<file path="config.mk">
export PLATFORM = sky130hd
export DESIGN_NAME = morra_giocatori_flat
export DESIGN_NICKNAME = d
export VERILOG_FILES = /design/src/rtl/morra_giocatori_pkg.sv /design/src/rtl/morra_giocatori_if.sv /design/src/rtl/morra_giocatori_lfsr.sv /design/src/rtl/morra_giocatori.sv /design/src/flat_wrapper.sv
export SDC_FILE = /design/constraint.sdc
export NUM_CORES = 1
export LEC_CHECK = 0
export ABC_AREA = 1
export CORE_AREA = 2 2 78 80
export CTS_CLUSTER_DIAMETER = 150
export DETAILED_ROUTE_END_ITERATION = 8
export DIE_AREA = 0 0 80 82
export PLACE_DENSITY = 0.75
export SYNTH_ARGS = -nofsm -noshare
export SYNTH_HDL_FRONTEND = slang
export SYNTH_SLANG_ARGS = --single-unit
</file>
<file path="constraint.sdc">
create_clock -name clk -period 1.8 [get_ports clk]
set_input_delay 0.18 -clock clk [delete_from_list [all_inputs] [get_ports clk]]
set_output_delay 0.18 -clock clk [all_outputs]
set_load 0.02 [all_outputs]
</file>
<file path="src/rtl/morra_giocatori_pkg.sv">
// Shared types for the Morra Cinese move generator: move/result codes, FSM states,
// and the move rotation / legal-move helpers.
package morra_pkg;

    typedef enum logic [1:0] {NESSUNA = 2'b00, SASSO = 2'b01, CARTA = 2'b10, FORBICE = 2'b11} mossa_t;
    typedef enum logic [1:0] {ES_NULLO = 2'b00, ES_PRIMO = 2'b01, ES_SECONDO = 2'b10, ES_PARI = 2'b11} esito_t;
    typedef enum logic [2:0] {S_IDLE, S_CONFIG, S_MOVE, S_WAIT, S_CHECK, S_DONE} stato_t;

    // Galois mask for x^8+x^6+x^5+x^4+1, right-shifting form
    localparam logic [7:0] LFSR_TAPS = 8'hB8;

    function automatic mossa_t ruota(input mossa_t m);
        case (m)
            SASSO:   ruota = CARTA;
            CARTA:   ruota = FORBICE;
            default: ruota = SASSO;
        endcase
    endfunction

    // raw 00 is folded onto SASSO before the blocked comparison so the result is never NESSUNA
    function automatic mossa_t genera(input logic [1:0] raw, input logic blk_v, input mossa_t blk);
        mossa_t m;
        m = (raw == 2'b00) ? SASSO : mossa_t'(raw);
        if (blk_v && m == blk)
            m = ruota(m);
        return m;
    endfunction

endpackage

</file>
<file path="src/rtl/morra_giocatori_if.sv">
// Judge-side bus: the generator (master) drives INIZIA/PRIMO/SECONDO, the judge answers MANCHE/PARTITA.
interface morra_giocatori_if;
    logic       INIZIA;
    logic [1:0] PRIMO;
    logic [1:0] SECONDO;
    logic [1:0] MANCHE;
    logic [1:0] PARTITA;

    modport master (output INIZIA, PRIMO, SECONDO, input MANCHE, PARTITA);
    modport slave  (input INIZIA, PRIMO, SECONDO, output MANCHE, PARTITA);
endinterface

</file>
<file path="src/rtl/morra_giocatori_lfsr.sv">
// Galois LFSR move source; exposes only the two 2-bit fields used as raw moves.
module morra_lfsr #(
    parameter int              W         = 8,
    parameter logic [W-1:0]    TAPS      = 8'hB8,
    parameter logic [W-1:0]    SEED_DFLT = 8'hA5
) (
    input  logic         clk,
    input  logic         rst_n,
    input  logic         load,
    input  logic [W-1:0] seed,
    input  logic         step,
    output logic [1:0]   raw1,
    output logic [1:0]   raw2
);
    logic [W-1:0] q;

    always_ff @(posedge clk or negedge rst_n) begin
        if (!rst_n)
            q <= SEED_DFLT;
        else if (load)
            q <= (seed == '0) ? SEED_DFLT : seed;
        else if (step)
            q <= {1'b0, q[W-1:1]} ^ (q[0] ? TAPS : {W{1'b0}});
    end

    assign raw1 = q[1:0];
    assign raw2 = q[5:4];
endmodule

</file>
<file path="src/rtl/morra_giocatori.sv">
// Two-player Morra move generator driving the judge bus, manche by manche, until PARTITA or MAX_MANCHE.
// Optional MORRA_INJECT_EN adds inject_i / inject_err_o for deliberate illegal-move injection.
module morra_giocatori
    import morra_pkg::*;
#(
    parameter int                LFSR_W     = 8,
    parameter int                MAX_MANCHE = 20,
    parameter logic [LFSR_W-1:0] SEED_DFLT  = 8'hA5
) (
    input  logic              clk,
    input  logic              rst_n,
    input  logic              start_i,
    input  logic [3:0]        cfg_i,
    input  logic [LFSR_W-1:0] seed_i,
    morra_giocatori_if.master judge,
`ifdef MORRA_INJECT_EN
    input  logic              inject_i,
    output logic              inject_err_o,
`endif
    output logic              busy_o,
    output logic              done_o,
    output logic [1:0]        vincitore_o,
    output logic              timeout_o,
    output logic [4:0]        manche_cnt_o
);
    stato_t     state;
    mossa_t     blk1, blk2, last1, last2, blk1_n, blk2_n, mv1, mv2;
    logic       blk1_v, blk2_v, blk1_vn, blk2_vn;
    esito_t     man_q;
    logic [1:0] par_q;
    logic [4:0] cnt_n;
    logic [1:0] raw1, raw2;
    logic       start_ok, lfsr_step, fine_par, fine_to;
`ifdef MORRA_INJECT_EN
    logic       inj, inj_q;
`endif

    morra_lfsr #(.W(LFSR_W), .TAPS(LFSR_TAPS), .SEED_DFLT(SEED_DFLT)) u_lfsr (
        .clk(clk), .rst_n(rst_n), .load(start_ok), .seed(seed_i),
        .step(lfsr_step), .raw1(raw1), .raw2(raw2)
    );

    // Next pair is generated from the blocked state as updated by this CHECK
    always_comb begin
        start_ok = start_i && (state == S_IDLE || state == S_DONE);
        blk1_n   = blk1;
        blk2_n   = blk2;
        blk1_vn  = blk1_v;
        blk2_vn  = blk2_v;
        cnt_n    = manche_cnt_o;
        if (state == S_CHECK) begin
            case (man_q)
                ES_PRIMO:   begin blk1_n = last1; blk1_vn = 1'b1; blk2_vn = 1'b0; end
                ES_SECONDO: begin blk2_n = last2; blk2_vn = 1'b1; blk1_vn = 1'b0; end
                ES_PARI:    begin blk1_vn = 1'b0; blk2_vn = 1'b0; end
                default:    ;
            endcase
            if (man_q != ES_NULLO && manche_cnt_o != 5'd31)
                cnt_n = manche_cnt_o + 5'd1;
        end
        fine_par  = (par_q != 2'b00);
        fine_to   = (int'(cnt_n) >= MAX_MANCHE);
        lfsr_step = (state == S_CONFIG) || (state == S_CHECK && !fine_par && !fine_to);
        mv1       = genera(raw1, blk1_vn, blk1_n);
        mv2       = genera(raw2, blk2_vn, blk2_n);
`ifdef MORRA_INJECT_EN
        inj = inject_i && blk1_vn;
        if (inj)
            mv1 = blk1_n;
`endif
    end

    always_ff @(posedge clk or negedge rst_n) begin
        if (!rst_n) begin
            state          <= S_IDLE;
            judge.INIZIA   <= 1'b0;
            judge.PRIMO    <= 2'b00;
            judge.SECONDO  <= 2'b00;
            busy_o         <= 1'b0;
            done_o         <= 1'b0;
            vincitore_o    <= 2'b00;
            timeout_o      <= 1'b0;
            manche_cnt_o   <= 5'd0;
            blk1           <= NESSUNA;
            blk2           <= NESSUNA;
            blk1_v         <= 1'b0;
            blk2_v         <= 1'b0;
            last1          <= NESSUNA;
            last2          <= NESSUNA;
            man_q          <= ES_NULLO;
            par_q          <= 2'b00;
        end else begin
            done_o <= 1'b0;
            case (state)
                S_IDLE, S_DONE: begin
                    if (start_i) begin
                        state         <= S_CONFIG;
                        judge.INIZIA  <= 1'b1;
                        judge.PRIMO   <= cfg_i[3:2];
                        judge.SECONDO <= cfg_i[1:0];
                        busy_o        <= 1'b1;
                        timeout_o     <= 1'b0;
                        vincitore_o   <= 2'b00;
                        manche_cnt_o  <= 5'd0;
                        blk1_v        <= 1'b0;
                        blk2_v        <= 1'b0;
                        blk1          <= NESSUNA;
                        blk2          <= NESSUNA;
                    end else begin
                        state <= S_IDLE;
                    end
                end
                S_CONFIG: begin
                    state         <= S_MOVE;
                    judge.INIZIA  <= 1'b0;
                    judge.PRIMO   <= mv1;
                    judge.SECONDO <= mv2;
                    last1         <= mv1;
                    last2         <= mv2;
                end
                S_MOVE: begin
                    state         <= S_WAIT;
                    judge.PRIMO   <= 2'b00;
                    judge.SECONDO <= 2'b00;
                end
                S_WAIT: begin
                    // judge result for the pair is valid now; hold it for CHECK
                    state <= S_CHECK;
                    man_q <= esito_t'(judge.MANCHE);
                    par_q <= judge.PARTITA;
                end
                S_CHECK: begin
                    blk1         <= blk1_n;
                    blk2         <= blk2_n;
                    blk1_v       <= blk1_vn;
                    blk2_v       <= blk2_vn;
                    manche_cnt_o <= cnt_n;
                    if (fine_par || fine_to) begin
                        state       <= S_DONE;
                        busy_o      <= 1'b0;
                        done_o      <= 1'b1;
                        vincitore_o <= fine_par ? par_q : 2'b00;
                        timeout_o   <= !fine_par;
                    end else begin
                        state         <= S_MOVE;
                        judge.PRIMO   <= mv1;
                        judge.SECONDO <= mv2;
                        last1         <= mv1;
                        last2         <= mv2;
                    end
                end
                default: state <= S_IDLE;
            endcase
        end
    end

`ifdef MORRA_INJECT_EN
    always_ff @(posedge clk or negedge rst_n) begin
        if (!rst_n) begin
            inj_q        <= 1'b0;
            inject_err_o <= 1'b0;
        end else begin
            if (lfsr_step)
                inj_q <= inj;
            if (state == S_CHECK && inj_q && man_q != ES_NULLO)
                inject_err_o <= 1'b1;
        end
    end
`endif

endmodule

</file>
<file path="src/flat_wrapper.sv">
// flat-port wrapper written by rule: the top's interface ports become plain ports
module morra_giocatori_flat import morra_pkg::*;
#(
    parameter int                LFSR_W     = 8,
    parameter int                MAX_MANCHE = 20,
    parameter logic [LFSR_W-1:0] SEED_DFLT  = 8'hA5
)
  (clk, rst_n, start_i, cfg_i, seed_i, busy_o, done_o, vincitore_o, timeout_o, manche_cnt_o, judge_INIZIA, judge_PRIMO, judge_SECONDO, judge_MANCHE, judge_PARTITA);
  morra_giocatori_if judge_i ();
  input  logic clk;
  input  logic rst_n;
  input  logic start_i;
  input  logic [3:0] cfg_i;
  input  logic [LFSR_W-1:0] seed_i;
  output logic busy_o;
  output logic done_o;
  output logic [1:0] vincitore_o;
  output logic timeout_o;
  output logic [4:0] manche_cnt_o;
  output wire logic [$bits(judge_i.INIZIA)-1:0] judge_INIZIA;
  output wire logic [$bits(judge_i.PRIMO)-1:0] judge_PRIMO;
  output wire logic [$bits(judge_i.SECONDO)-1:0] judge_SECONDO;
  input wire logic [$bits(judge_i.MANCHE)-1:0] judge_MANCHE;
  input wire logic [$bits(judge_i.PARTITA)-1:0] judge_PARTITA;
  assign judge_INIZIA = judge_i.INIZIA;
  assign judge_PRIMO = judge_i.PRIMO;
  assign judge_SECONDO = judge_i.SECONDO;
  assign judge_i.MANCHE = judge_MANCHE;
  assign judge_i.PARTITA = judge_PARTITA;
  morra_giocatori #(.LFSR_W(LFSR_W), .MAX_MANCHE(MAX_MANCHE), .SEED_DFLT(SEED_DFLT)) u_core (.clk(clk), .rst_n(rst_n), .start_i(start_i), .cfg_i(cfg_i), .seed_i(seed_i), .judge(judge_i), .busy_o(busy_o), .done_o(done_o), .vincitore_o(vincitore_o), .timeout_o(timeout_o), .manche_cnt_o(manche_cnt_o));
endmodule
</file>
==> results of run 1 <==
==> per-stage QoR <==
step	cells	util (%)	setup WS, ns	hold WS [ns]
2_1_floorplan	307	-	-0.131	-0.116
3_3_place_gp	437	50.0	-0.173	0.192
3_5_place_dp	437	50.0	-0.218	0.198
4_1_cts	454	53.3	-0.162	0.415
5_1_grt	456	55.5	-0.321	0.455
6_report	456	55.5	-0.170	0.401
==> synth_stat cells <==
cell type,n
xnor2_1,1
mux2_2,2
o21ai_2,4
nor3_1,1
nor2_2,1
nor2_4,1
nor2_1,19
nand2_1,113
o21ai_1,3
buf_6,1
o31ai_1,2
buf_2,1
o21ai_0,16
a21oi_1,8
inv_1,40
clkinv_1,1
nand2_2,5
nand3_1,20
xor2_1,1
clkbuf_1,1
o22ai_1,7
nand3b_1,2
nor4_1,1
a22oi_1,2
nand2_4,1
inv_2,1
ha_1,2
nand4_1,6
dfrtp_1,36
buf_4,1
dfstp_2,4
nand3_2,1
a21oi_2,2
==> placed cells by master (no fill, tap or decap), types with 8 or more instances in the layout <==
cell | Yosys | layout
nand2_1 | 113 | 100
inv_1 | 40 | 39
dfrtp_1 | 36 | 34
clkdlybuf4s50_1 | 0 | 32
buf_4 | 1 | 32
nand3_1 | 20 | 18
nor2_1 | 19 | 17
o21ai_0 | 16 | 14
nand2_2 | 5 | 11
a21oi_1 | 8 | 8
==> metal layers <==
metal / routed length [µm] / vias up
met3: 232 / 19
met4: 174 / 0
met2: 2590 / 56
met1: 2440 / 1040
li1: - / 1129
met5: 0 / -
==> cells by family (layout without fill, tap and decap cells) <==
group,Yosys count,after routing,synth area share [%]
and+or+nand+nor,171,171,32.5
buffers and inverters,46,120,8.24
AOI/OAI and AO/OA,44,44,11.6
DFF,40,40,44.8
adders and majority gates,2,2,1.11
xor gates and xnor gates,2,2,0.780
muxes,2,2,1.00
==> where the power goes <==
group,internal [mW],switching (mW)
clock,0.270,0.325
sequential,1.31,0.292
combinational,1.46,1.92
==> final timing paths <==
| kind | from | endpoint | slack [ns] | cells after the start |
|---|---|---|---|---|
| hold reg to reg | u_core.u_lfsr.q[7]$_DFFE_PN1P_ | u_core.u_lfsr.q[7]$_DFFE_PN1P_ | 0.46 | 2 |
| hold / removal | rst_n | u_core.manche_cnt_o[1]$_DFFE_PN0P_ | 0.40 | 2 |
| setup reg to reg | u_core.manche_cnt_o[1]$_DFFE_PN0P_ | u_core.timeout_o$_DFFE_PN0P_ | -0.17 | 16 |
| setup / recovery | u_core.manche_cnt_o[1]$_DFFE_PN0P_ | u_core.timeout_o$_DFFE_PN0P_ | -0.17 | 16 |
| min in group clk | u_core.u_lfsr.q[7]$_DFFE_PN1P_ | u_core.u_lfsr.q[7]$_DFFE_PN1P_ | 0.46 | 2 |
| max in group asynchronous | rst_n | u_core.busy_o$_DFFE_PN0P_ | 0.85 | 3 |
==> layout make-up <==
class	instances	area (µm²)	area share (%)
multi-input combinational	221	1200	37.7
inverter	42	169	5.30
clock inverter	3	18.8	0.588
timing repair buffer	70	629	19.7
clock buffer	5	68.8	2.16
sequential	40	1010	31.6
tap	75	93.8	2.94
==> flip-flops by register name (all words and copies together) (netlist names) <==
signal                flops
u_core.timeout_o          1
u_core.man_q              2
u_core.blk1               2
u_core.vincitore_o        2
u_core.blk1_v             1
u_core.judge.INIZIA       1
u_core.last2              2
u_core.par_q              2
u_core.manche_cnt_o       5
u_core.judge.PRIMO        2
u_core.busy_o             1
u_core.blk2               2
u_core.judge.SECONDO      2
u_core.state              3
u_core.last1              2
u_core.u_lfsr.q           8
u_core.done_o             1
u_core.blk2_v             1
==> worst max-delay path: cells and delay by family (launching register included) <==
kind | cells | cell delay [ns]
and+or+nand+nor | 12 | 0.89
DFF | 1 | 0.43
adders and majority gates | 2 | 0.35
buffers and inverters | 1 | 0.17
AOI/OAI and AO/OA | 1 | 0.07
==> what timing repair did <==
action,in CTS,in global routing
gates resized for setup,6,28
pin swaps,6,11
setup endpoints to repair,24,36
hold buffers,1,0
buffers inserted,8,2
endpoints found under the hold margin,17,0
==> impl_metrics.ini, run 1 <==
[status]
outcome = finished, violations left
violations = setup timing

[grt]
grt_use_met1_pct = 23.4
use_met3_pct = 3.96
grt_pass1_wl_um = 9150
grtUsageTotal_pct = 17.8
grt-ovfl-total = 0
top_usage_layer = met2
use_met2_pct = 29.1
antenna_found_initial = 0
grt_pass1_vias = 2132
grt_max_degree = 24

[sta]
rsz0062_at_grt = true
fin_ws_ns = -0.170
skew_ns = 0.00845
hold_viol = 0
period_needed_ns = 1.97
tightest_slew_ns = 0.553
fin_crit_sh_pct = 109
finalSetupTns_ns = -3.16
setup_viol = 25
fmax_ghz = 0.508
relSlewSlack_pct = 63.1
drv_slew = 0

[routing]
vias = 2244
finalWirelength_um = 5440
dr.first_iter.drc_count = 112
postRouteAntennaNets = 0
wl_per_cell_um = 11.9
drc_errors = 0
routed_via_density = 4.92
dr.pass1.iters = 4

[power]
leakage_nw = 1.60
p_per_area_mw_per_mm2 = 1750
p_total_mw = 5.57
ir_drop_mv = 0.899

[clock_network]
cts_tree = built
numCtsBuffers = 5
cts-htree-levels = 2
cts_buffer_depth = 2
clock_sinks = 40
path_clk_slew_ns = 0.08
clkLatencyLatePin_ns = 0.30
clk_root_buffer_cell = clkbuf_8

[final_layout]
design_area_mm2 = 0.00319
diodes = 0
drive_above_1_share_pct = 23.9
area_growth_pct = 41.9
fin_nets = 401
n_fill_cell = 505

[logic_synthesis]
synthTopCellsByArea = dfrtp_1 (40%), nand2_1 (19%), inv_1 (6.7%)
syn_nets = 328
synth_top_area_cell = dfrtp_1
syn_inst = 307
synth_area_mm2 = 0.00225
synth_seq_area_share_pct = 44.8
ys_types = 33
ys_warn_count = 0
ys_seq_elements = 40
synth_top_area_share_pct = 40.1
syn_area_per_cell_um2 = 7.32

[critical_path]
crit_slowest_cell = dfrtp_2
arrival_ns = 2.20
path_cells = ha_4 > nand2_4 > nor2_4 > ha_4 > nor2_4 > nand2_1 > nand2_1 > nand2_1 > nand2_1 > nand3_2 > nand2_4 > nand2_4 > buf_4 > nand2_4 > nand2_1 > o21ai_1
endpoint_kind = flip-flop
slowest_delay_ns = 0.43
path_max_fanout = 5
start_kind = flip-flop
critPathKind = flip-flop to flip-flop
crit_path_frequent_cell = nand2_1
worstPathRequired_ns = 2.03

[worst_hold_path]
min_path_type = input pin to async pin

[placement]
placed_area_mm2 = 0.00287
io_buffers = 33
dp_hpwl_um = 3950
gp_congestion = 0.874

[floorplan]
start_util_pct = 39.1
die_area_mm2 = 0.00656
design.portCount = 34
die_x_um = 80
num_rows = 28
die_h_um = 82
coreArea_mm2 = 0.00575

[job]
cap_violations = 0
(Power assumes the default switching activity.)
==> inputs of run 2 (changes only) <==
Settings changed: SLEW_MARGIN from default to 20.
==> results of run 2 <==
Final layout, timing and power as in run 1 (identical DEF).
==> inputs of run 3 (changes only) <==
Settings changed: CORE_AREA 2 2 78 80 to 2 2 68 77, DIE_AREA 0 0 80 82 to 0 0 70 79, HOLD_SLACK_MARGIN from default to 0.1, PLACE_DENSITY 0.75 to 0.85.
==> impl_metrics.ini, run 3 (synthesis gave the netlist of run 1 again) <==
[status]
outcome = finished, violations left
violations = setup timing

[floorplan]
start_util_pct = 46.8
coreArea_mm2 = 0.00480
die_h_um = 79
die_x_um = 70
design.portCount = 34
die_area_mm2 = 0.00553
num_rows = 27

[routing]
routed_via_density = 5.20
finalWirelength_um = 5620
postRouteAntennaNets = 0
dr.first_iter.drc_count = 93
wl_per_cell_um = 13.2
vias = 2220
drc_errors = 0
dr.pass1.iters = 4

[grt]
grt_max_degree = 22
use_met2_pct = 38.9
antenna_found_initial = 0
grt-ovfl-total = 0
grt_pass1_vias = 2268
grt_pass1_wl_um = 9690
top_usage_layer = met2
grt_use_met1_pct = 25.3
use_met3_pct = 4.70
grtUsageTotal_pct = 21.7

[critical_path]
crit_slowest_cell = dfrtp_2
r2r_start = u_core.manche_cnt_o[1]$_DFFE_PN0P_
path_cells = ha_4 > nand2_4 > nor2_4 > ha_4 > inv_4 > o21ai_2 > nand2_1 > nand2_1 > nand2_1 > nand2_1 > nand3_2 > nand2_4 > nand2_8 > nand3_4 > buf_6 > o21ai_2 > nand2_1
endpoint_kind = flip-flop
slowest_delay_ns = 0.43
worstPathRequired_ns = 1.99
ff2ff_setup_slack_ns = -0.21
r2r_cells = 17
path_max_fanout = 5
crit_path_frequent_cell = nand2_1
arrival_ns = 2.20
critPathKind = flip-flop to flip-flop
r2r_end = u_core.u_lfsr.q[4]$_DFFE_PN0P_
start_kind = flip-flop

[clock_network]
cts_tree = built
cts_buffer_depth = 2
clock_sinks = 40
cts-htree-levels = 2
clkLatencyLatePin_ns = 0.30
path_clk_slew_ns = 0.09
clk_root_buffer_cell = clkbuf_8
numCtsBuffers = 5

[sta]
fmax_ghz = 0.497
tightest_slew_ns = 0.508
relSlewSlack_pct = 65.8
period_needed_ns = 2.01
setup_viol = 24
drv_slew = 0
rsz0062_at_grt = true
fin_crit_sh_pct = 112
fin_ws_ns = -0.213
hold_ws_ns = 0.350
hold_viol = 0
skew_ns = 0.0132

[placement]
placed_area_mm2 = 0.00279
gp_congestion = 0.871
io_buffers = 33
dp_hpwl_um = 3980

[power]
leakage_nw = 1.58
ir_drop_mv = 1.14
p_per_area_mw_per_mm2 = 1820

[final_layout]
design_area_mm2 = 0.00314
diodes = 0
layout_common_cells = nand2_1 (99), inv_1 (38), dfrtp_1 (33)
layout_commonest_cell = nand2_1
drive_above_1_share_pct = 22.2
largest_register = u_core.u_lfsr.q
reg.largest.list = u_core.u_lfsr.q: 8 flops, u_core.manche_cnt_o: 5 flops, u_core.state: 3 flops
area_growth_pct = 39.5
fin_nets = 389
largest_reg_flops = 8

[job]
cap_violations = 0

[worst_hold_path]
min_path_type = input pin to async pin
==> run 3: power breakdown <==
group / switching, mW / internal [mW] / total, mW
Clock: 0.326 / 0.555 / 0.880
Combinational: 1.93 / 1.30 / 3.23
Sequential: 0.294 / 1.31 / 1.61
==> run 3: what timing repair did <==
action,in CTS,in global routing
pin swaps,8,8
buffers inserted,5,1
resized for setup,7,34
hold buffers,1,0
hold endpoints to repair,15,0
setup endpoints to repair,24,27
==> run 3: cell type report <==
cell class                      instances  area (µm²)
Clock inverter                          2        60.1
Multi-Input combinational cell        221        1210
Clock buffer                            6        72.6
Fill cell                             378        1660
Sequential cell                        40        1010
Timing Repair Buffer                   58         543
Inverter                               42         163
Tap cell                               58        72.6
==> run 3: how the worst max path moves through the flow <==
stage	from	endpoint	depth (start not counted)
5_1_grt	u_core.manche_cnt_o[1]$_DFFE_PN0P_	u_core.u_lfsr.q[4]$_DFFE_PN0P_	17
6_report	u_core.manche_cnt_o[1]$_DFFE_PN0P_	u_core.u_lfsr.q[4]$_DFFE_PN0P_	17
3_3_place_gp	u_core.manche_cnt_o[1]$_DFFE_PN0P_	u_core.judge.SECONDO[0]$_DFFE_PN0P_	16
2_1_floorplan	u_core.manche_cnt_o[1]$_DFFE_PN0P_	u_core.u_lfsr.q[4]$_DFFE_PN0P_	17
3_5_place_dp	u_core.manche_cnt_o[1]$_DFFE_PN0P_	u_core.judge.SECONDO[1]$_DFFE_PN0P_	17
4_1_cts	u_core.manche_cnt_o[0]$_DFFE_PN0P_	u_core.u_lfsr.q[6]$_DFFE_PN0P_	17
==> run 3: critical path, delay by kind of cell, from the launching register on <==
kind | cells | cell delay, ns
simple gates | 11 | 0.80
flops | 1 | 0.43
buf+inv | 2 | 0.22
fa+ha+maj | 2 | 0.36
compound gates | 2 | 0.10
==> run 3: per-stage QoR <==
stage | setup WS (ns) | power [mW] | instances | util [%] | setup TNS (ns)
floorplan | -0.131 | 3.49 | 307 | - | -1.39
global placement | -0.152 | 4.31 | 412 | 58.2 | -1.89
detailed placement | -0.234 | 4.41 | 412 | 58.2 | -3.62
CTS | -0.154 | 5.43 | 426 | 62.5 | -2.62
global route | -0.298 | 6.16 | 427 | 65.4 | -5.69
finish | -0.213 | 5.71 | 427 | 65.4 | -3.34
==> run 3: per-layer routing <==
layer	up-vias	share of wire, %
met1	1045	40
met2	60	53
met4	0	1.8
met3	10	4.7
li1	1105	-
met5	-	0
